### src/rtl/bin_to_bcd_seq.sv
`default_nettype none
// ============================================================================
// bin_to_bcd_seq : sequential shift-add-3 binary to packed BCD converter
// Rev 1.0 : initial release
// ============================================================================
module bin_to_bcd_seq #(
  parameter int BIN_WIDTH = 10,
  parameter int DIGITS    = 3
) (
  input  logic                  clk,
  input  logic                  reset,
  input  logic                  start,
  input  logic [BIN_WIDTH-1:0]  bin_in,
  output logic                  busy,
  output logic                  done,
  output logic [4*DIGITS-1:0]   bcd_out,
  output logic [DIGITS-1:0]     blank_out,
  output logic                  overflow
);

  localparam int c_BCD_W = 4 * DIGITS;
  localparam int c_CNT_W = $clog2(BIN_WIDTH + 1);
  localparam int c_CMP_W = (BIN_WIDTH > 32) ? BIN_WIDTH : 32;

  localparam logic [c_CMP_W-1:0] c_LIMIT     = c_CMP_W'(10 ** DIGITS);
  localparam logic [c_CNT_W-1:0] c_CNT_LOAD  = c_CNT_W'(BIN_WIDTH);
  localparam logic [c_CNT_W-1:0] c_CNT_ONE   = c_CNT_W'(1);
  localparam logic [c_BCD_W-1:0] c_BCD_SAT   = {DIGITS{4'h9}};
  localparam logic [DIGITS-1:0]  c_BLANK_RST = ~(DIGITS'(1'b1));

  localparam logic [1:0] c_ST_IDLE   = 2'd0;
  localparam logic [1:0] c_ST_SHIFT  = 2'd1;
  localparam logic [1:0] c_ST_FINISH = 2'd2;

  logic [1:0]           r_state;
  logic [1:0]           w_state_nxt;
  logic                 w_accept;
  logic                 w_shift_en;
  logic                 w_finish;

  logic [BIN_WIDTH-1:0] r_shift;
  logic [c_BCD_W-1:0]   r_scratch;
  logic [c_CNT_W-1:0]   r_cnt;
  logic                 r_ovf_pend;

  logic                 r_busy;
  logic                 r_done;
  logic [c_BCD_W-1:0]   r_bcd;
  logic [DIGITS-1:0]    r_blank;
  logic                 r_ovf;

  logic [c_BCD_W-1:0]   w_adj;
  logic [DIGITS-1:0]    w_blank;
  logic                 w_run_zero;
  logic [c_CMP_W-1:0]   w_bin_ext;

  assign w_bin_ext = c_CMP_W'(bin_in);

  // State register
  always_ff @(posedge clk) begin
    if (reset) begin
      r_state <= c_ST_IDLE;
    end else begin
      r_state <= w_state_nxt;
    end
  end

  // Next-state logic
  always_comb begin
    w_state_nxt = r_state;
    case (r_state)
      c_ST_IDLE:   if (start) w_state_nxt = c_ST_SHIFT;
      c_ST_SHIFT:  if (r_cnt == c_CNT_ONE) w_state_nxt = c_ST_FINISH;
      c_ST_FINISH: w_state_nxt = c_ST_IDLE;
      default:     w_state_nxt = c_ST_IDLE;
    endcase
  end

  // State-decoded datapath controls
  always_comb begin
    w_accept   = 1'b0;
    w_shift_en = 1'b0;
    w_finish   = 1'b0;
    case (r_state)
      c_ST_IDLE:   w_accept   = start;
      c_ST_SHIFT:  w_shift_en = 1'b1;
      c_ST_FINISH: w_finish   = 1'b1;
      default:     w_accept   = 1'b0;
    endcase
  end

  // Add 3 to any nibble >= 5 so the following left shift carries correctly into the next digit
  generate
    for (genvar g = 0; g < DIGITS; g++) begin : g_digit
      assign w_adj[4*g +: 4] = (r_scratch[4*g +: 4] >= 4'd5) ? r_scratch[4*g +: 4] + 4'd3
                                                             : r_scratch[4*g +: 4];
    end
  endgenerate

  always_comb begin
    w_blank    = '0;
    w_run_zero = 1'b1;
    for (int i = DIGITS - 1; i >= 1; i--) begin
      w_run_zero = w_run_zero & (r_scratch[4*i +: 4] == 4'd0);
      w_blank[i] = w_run_zero;
    end
  end

  always_ff @(posedge clk) begin
    if (reset) begin
      r_shift    <= '0;
      r_scratch  <= '0;
      r_cnt      <= '0;
      r_ovf_pend <= 1'b0;
      r_busy     <= 1'b0;
      r_done     <= 1'b0;
      r_bcd      <= '0;
      r_blank    <= c_BLANK_RST;
      r_ovf      <= 1'b0;
    end else begin
      r_done <= 1'b0;
      if (w_accept) begin
        r_shift    <= bin_in;
        r_scratch  <= '0;
        r_cnt      <= c_CNT_LOAD;
        r_ovf_pend <= (w_bin_ext >= c_LIMIT);
        r_busy     <= 1'b1;
      end
      if (w_shift_en) begin
        {r_scratch, r_shift} <= {w_adj, r_shift} << 1;
        r_cnt                <= r_cnt - c_CNT_ONE;
      end
      if (w_finish) begin
        r_bcd   <= r_ovf_pend ? c_BCD_SAT : r_scratch;
        r_blank <= r_ovf_pend ? '0 : w_blank;
        r_ovf   <= r_ovf_pend;
        r_done  <= 1'b1;
        r_busy  <= 1'b0;
      end
    end
  end

  assign busy      = r_busy;
  assign done      = r_done;
  assign bcd_out   = r_bcd;
  assign blank_out = r_blank;
  assign overflow  = r_ovf;

endmodule
`default_nettype wire

### config.mk
export PLATFORM = sky130hd
export DESIGN_NAME = bin_to_bcd_seq
export DESIGN_NICKNAME = d
export VERILOG_FILES = /design/src/rtl/bin_to_bcd_seq.sv
export SDC_FILE = /design/constraint.sdc
export NUM_CORES = 1
export LEC_CHECK = 0
export CAP_MARGIN = 20
export CORE_ASPECT_RATIO = 0.8
export CORE_MARGIN = 10
export CORE_UTILIZATION = 42
export DETAILED_ROUTE_END_ITERATION = 10
export PLACE_DENSITY = 0.74
export SKIP_CTS_REPAIR_TIMING = 1
export SLEW_MARGIN = 25
export SYNTH_ARGS = -nofsm -noshare
export SYNTH_HDL_FRONTEND = slang
export SYNTH_SLANG_ARGS = --single-unit
### constraint.sdc
create_clock -name clk -period 2.3 [get_ports clk]
set_input_delay 0.46 -clock clk [delete_from_list [all_inputs] [get_ports clk]]
set_output_delay 0.46 -clock clk [all_outputs]
set_load 0.03 [all_outputs]
Yosys cells after proc, flatten, opt, wreduce, memory -nomap -nowiden

Cells that the tools add are included.

Bits in registers: 47
Memories kept: 0
Memory bits (writable): 0
Output and inout port bits: 18
Memory bits (read-only): 0
Word-level logic and storage cells: 50
Bits of input ports: 13
Latch bits: 0

Eq/ne operators: 5
Div/mod/pow operators: 0
Shift operators: 0
Add/sub/neg operators: 4
Bitwise operators: 1
$lt $le $gt $ge: 4
Multipliers: 0
Reduce and logical (&&, ||, !) cells: 7
Mux-type cells: 18

Operator list:

| cell                 | number |
|---|---|
| $mux 12              | 3 |
| $mux 10              | 2 |
| $mux 4               | 4 |
| $ge 4x3->1 const B   | 3 |
| $ge 10x10->1 const B | 1 |
| $add 4x2->4 const B  | 2 |
| $logic_not 4->1      | 2 |
| $mux 3               | 2 |
| $eq 4x1->1 const B   | 1 |
| $mux 1               | 4 |
| $mux 2               | 2 |
| $ne 2x2->1 const B   | 2 |
| $pmux 2 s2           | 1 |
| $reduce_or 2->1      | 2 |
| $sub 4x1->4 const B  | 1 |
| $add 3x2->3 const B  | 1 |
| $eq 2x1->1 const B   | 1 |
| $eq 2x2->1 const B   | 1 |
| $logic_not 2->1      | 1 |
| $reduce_and 2->1     | 1 |
| $reduce_bool 2->1    | 1 |
| $and 1x1->1          | 1 |

Logic depth before layout (Yosys ltp)

Depth after elaboration: 4
Depth in mapped cells: 6
Depth with buffers taken out: 6

Worst setup path before layout

Ideal clock, no wire load.

Path kind: input to register
From: input port start
To: register r_ovf_pend
Setup slack: 934 ps
Setup time: 65 ps
Stages on the path: 5
Buffers on the path: 1
Required time: 2235 ps
Arrival: 1301 ps
Cell sequence: buf_4 > or3b_1 > nor3_1 > a21oi_1 > nor2_1

Word-level cells in the longest chain between the ends: 1

RTL lines:

| what                 | line | RTL |
|---|---|---|
| from (decl)          | 12   | `input logic start,` |
| $mux 1               | 84   | `case (r_state)` |
| to (signal assigned) | 126  | `r_ovf_pend <= (w_bin_ext >= c_LIMIT);` |
| to (decl)            | 44   | `logic r_ovf_pend;` |

No other way between the ends.
A chain may end at the register's enable or synchronous reset.

Final worst setup path

From: register r_state[0]
To: register r_scratch[4]

Word-level cells in the longest chain between the ends: 3
Elaborated cells between the ends (all ways): 6
Those cells by class: eq/ne: 1; mux: 3; reduce/logical: 2

RTL lines:

| what                                                 | line | RTL |
|---|---|---|
| from (decl)                                          | 35   | `logic [1:0] r_state;` |
| from (signal assigned)                               | 62   | `r_state <= c_ST_IDLE;` |
| from (signal assigned)                               | 64   | `r_state <= w_state_nxt;` |
| $eq 2x1->1 / $logic_not 2->1 (equally long branches) | 84   |  |
| $mux 1                                               | 84   |  |
| $mux 12 / $reduce_bool 2->1 (equally long branches)  | -    |  |
| to (signal assigned)                                 | 130  | `{r_scratch, r_shift} <= {w_adj, r_shift} << 1;` |
| to (decl)                                            | 42   | `logic [c_BCD_W-1:0] r_scratch;` |

Several ways; a longest one is shown, not always the timed one.

==> metrics.txt <==
routability congestion estimate from global placement=0.840; final sum of negative setup slack=0 ns; number of buffers on the longest clock path=2; Maximum Capacitance Violations=0; type of the worst setup path=reg -> reg; number of inserted filler cells in the final layout=474; number of port buffers=29; transition at the pin with the smallest max-transition slack=0.834 ns; starting DRC count in detailed routing=84; share of synthesized area occupied by flip-flops and latches=0.445; critical path required time=2.54 ns; cell area after synthesis=2070 um^2; clock tree from TritonCTS=built; Critical Path Fanout Max=17; final clock period utilization by the worst path=0.820; destination of the worst register-to-register timing path=r_scratch[4]$_SDFFE_PP0P_; share of flip-flops with an asynchronous set or reset=0; Critical Path AT=2.12 ns; Synth cell types=42; DRC violations left=0; type of the worst min-delay path=reg -> reg; Hold EP=r_shift[3]$_SDFFE_PP0P_; kind of end point of the critical path=flip-flop; chain of cells forming the critical path=nand2b_2 -> nor2_1 -> a22o_1; Yosys warning total=0; pin count of the biggest net entering global routing=22; launching point of the worst reg2reg path=r_state[0]$_SDFFE_PP0P_; sum of routed wire length over all layers=4540 um; first-pass GRT wire length=7710 um; routed vias=1719; largest stage delay on the critical path=0.68 ns; critical hold path startpoint=r_shift[2]$_SDFFE_PP0P_; Buf/Inv on CP=0; clock insertion delay at the later pin of the skew report=0.30 ns; primary flip-flop cell chosen by synthesis mapping=sky130_fd_sc_hd__dfxtp_1; Diodes inserted=0; synthesized area divided by synthesized cell count=8.55 um^2; clock transition at the register clock pins on the worst setup and hold paths after CTS=0.08 ns; area of the placeable core=4680 um^2; number of cells traversed by the worst hold path=2; Lkg Pwr=0.944 nW; Worst path top cell family by delay=simple AND/OR/NAND/NOR gates; growth of design area from synthesis to finish=20.0%; setup slack, reg-to-reg=0.41 ns; starting utilization of the core area=0.442; number of antenna violations at the first check in global routing=0; number of setup violations in the final report=0; Routed WL per cell=13.8 um; WHS=0.444 ns; via count normalized by instance count=5.22; slew margin rel.=0.442; critical-path cell with the highest stage delay=sky130_fd_sc_hd__nor2_1; clock root cell=sky130_fd_sc_hd__clkbuf_8; row cnt=22; run status=finished clean; full die area=8150 um^2; synthesized net count=265; Final Power=1.57 mW; number of flops mapped to enable cells by yosys=0; number of I/O pins=31; Num Clock Sinks=46; die boundary height=82.8 um; final net count=291; GRT Residual Overflow=0; fin. max-slew vios=0; final core utilization=0.530; RSZ-0062 raised after global routing=no; top post-synthesis cells by area=sky130_fd_sc_hd__dfxtp_1 (45%), sky130_fd_sc_hd__a21oi_1 (6.0%), sky130_fd_sc_hd__ha_1 (6.0%), sky130_fd_sc_hd__nor3_1 (5.6%), sky130_fd_sc_hd__nor2_1 (5.4%); cell taking the most area after synthesis=sky130_fd_sc_hd__dfxtp_1; time the worst path needs with I/O delays and setup=1.89 ns; number of iterations in the first detailed-routing pass=4; Die X-Extent=98.5 um; list of most frequent post-synthesis cells=sky130_fd_sc_hd__dfxtp_1 (46), sky130_fd_sc_hd__nor2_1 (30), sky130_fd_sc_hd__a21oi_1 (25); total track usage=0.114; Achievable Freq=0.530 GHz; number of cell instances on the worst register-to-register path=3; total of flip-flops plus latches after synthesis=46; Detail Placement HPWL=3340 um; layout cells sized above 1=0.0595; Mapped Cells=242; peak supply drop=0.351 mV; total clock buffers created by CTS=5; power per cell area=634 nW/um^2; proportion of netlist area held by the largest area contributor=0.445; count leader, synth=sky130_fd_sc_hd__dfxtp_1; antenna violation net count after detailed routing=0; total count of hold-check failures in the final report=0; Worst Setup Start Kind=flip-flop; total number of H-tree levels=2; Clock Skew=0.00769 ns; vias in the first global route=1595
-- worst max-delay path by stage --
stage	startpoint	endpoint	slack, ns	cells after the start
finish	r_state[0]$_SDFFE_PP0P_	r_scratch[4]$_SDFFE_PP0P_	0.41	3
global route	r_state[0]$_SDFFE_PP0P_	r_shift[7]$_SDFFE_PP0P_	0.21	3
CTS	r_state[0]$_SDFFE_PP0P_	r_scratch[4]$_SDFFE_PP0P_	0.41	3
detailed placement	start	r_shift[6]$_SDFFE_PP0P_	0.13	5
global placement	start	r_shift[6]$_SDFFE_PP0P_	0.22	5
floorplan	start	r_ovf_pend$_SDFFE_PP0P_	0.93	5
-- registers in the layout, indices dropped and copies added, names as in the netlist --
| signal | cells |
|---|---|
| bcd_out | 12 |
| r_scratch | 12 |
| r_shift | 10 |
| r_cnt | 4 |
| blank_out | 2 |
| r_state | 2 |
| busy | 1 |
| done | 1 |
| overflow | 1 |
| r_ovf_pend | 1 |
-- power by group --
part           leakage [nW]  total [mW]  switching [mW]  internal [mW]
Sequential            0.374       0.866          0.0335          0.833
Clock                0.0482       0.504           0.261          0.243
Combinational         0.522       0.203           0.113         0.0895
Total                 0.944        1.57           0.408           1.16
-- kinds of logic (layout without fill, tap and decap cells) --
group	Yosys count	count (layout)	synth area share
AOI/OAI and AO/OA	53	53	0.165
xor gates and xnor gates	4	4	0.0169
adders and majority gates	10	10	0.0605
buffers and inverters	25	52	0.0575
DFF	46	46	0.445
muxes	4	4	0.0194
other	1	1	0.00181
and+or+nand+nor	99	99	0.234
-- worst reg2reg max path: stages, from the launching register on --
cell and delay (ns):
sky130_fd_sc_hd__dfxtp_1 0.66, sky130_fd_sc_hd__nand2b_2 0.22, sky130_fd_sc_hd__nor2_1 0.68, sky130_fd_sc_hd__a22o_1 0.26
-- layer usage --
metal,global-route usage,part of all wire,vias to the layer above
li1,-,-,888
met1,0.143,0.49,789
met2,0.182,0.44,38
met3,0.0324,0.056,4
met4,0.0471,0.012,0
met5,0,0,-
-- final cells by class --
type                    count  area, um^2  area share
clock buffers               7        86.3      0.0348
clock inverters             1        5.00     0.00202
inverters                  10        37.5      0.0151
multi-input cells         171        1030       0.415
flip-flops and latches     46         921       0.371
well taps                  60        75.1      0.0303
repair buffers             34         328       0.132
-- per-stage QoR --
| stage | std cells | worst slack (ns) | area [um^2] |
|---|---|---|---|
| final | 329 | 0.413 | 2480 |
| after detailed placement | 321 | 0.135 | 2390 |
| after global routing | 329 | 0.208 | 2480 |
| after floorplan | 242 | 0.934 | 2070 |
| after CTS | 329 | 0.413 | 2480 |
| after global placement | 321 | 0.215 | 2390 |
-- placed cells by master (no fill, tap or decap), drive strengths merged, types with 2 or more instances in the layout --
cell type and n:
nor3 23, clkbuf 7, nand2 18, nand2b 5
o21ai 7, a211oi 2, nand3 4, xnor2 3
inv 10, nor2 31, ha 10, mux2i 4
buf 5, nor3b 2, nor2b 4, dfxtp 46
a21oi 25, or3 3, clkdlybuf4s50 29, nand3b 3
a22oi 3, a22o 8
(Power assumes the default switching activity.)
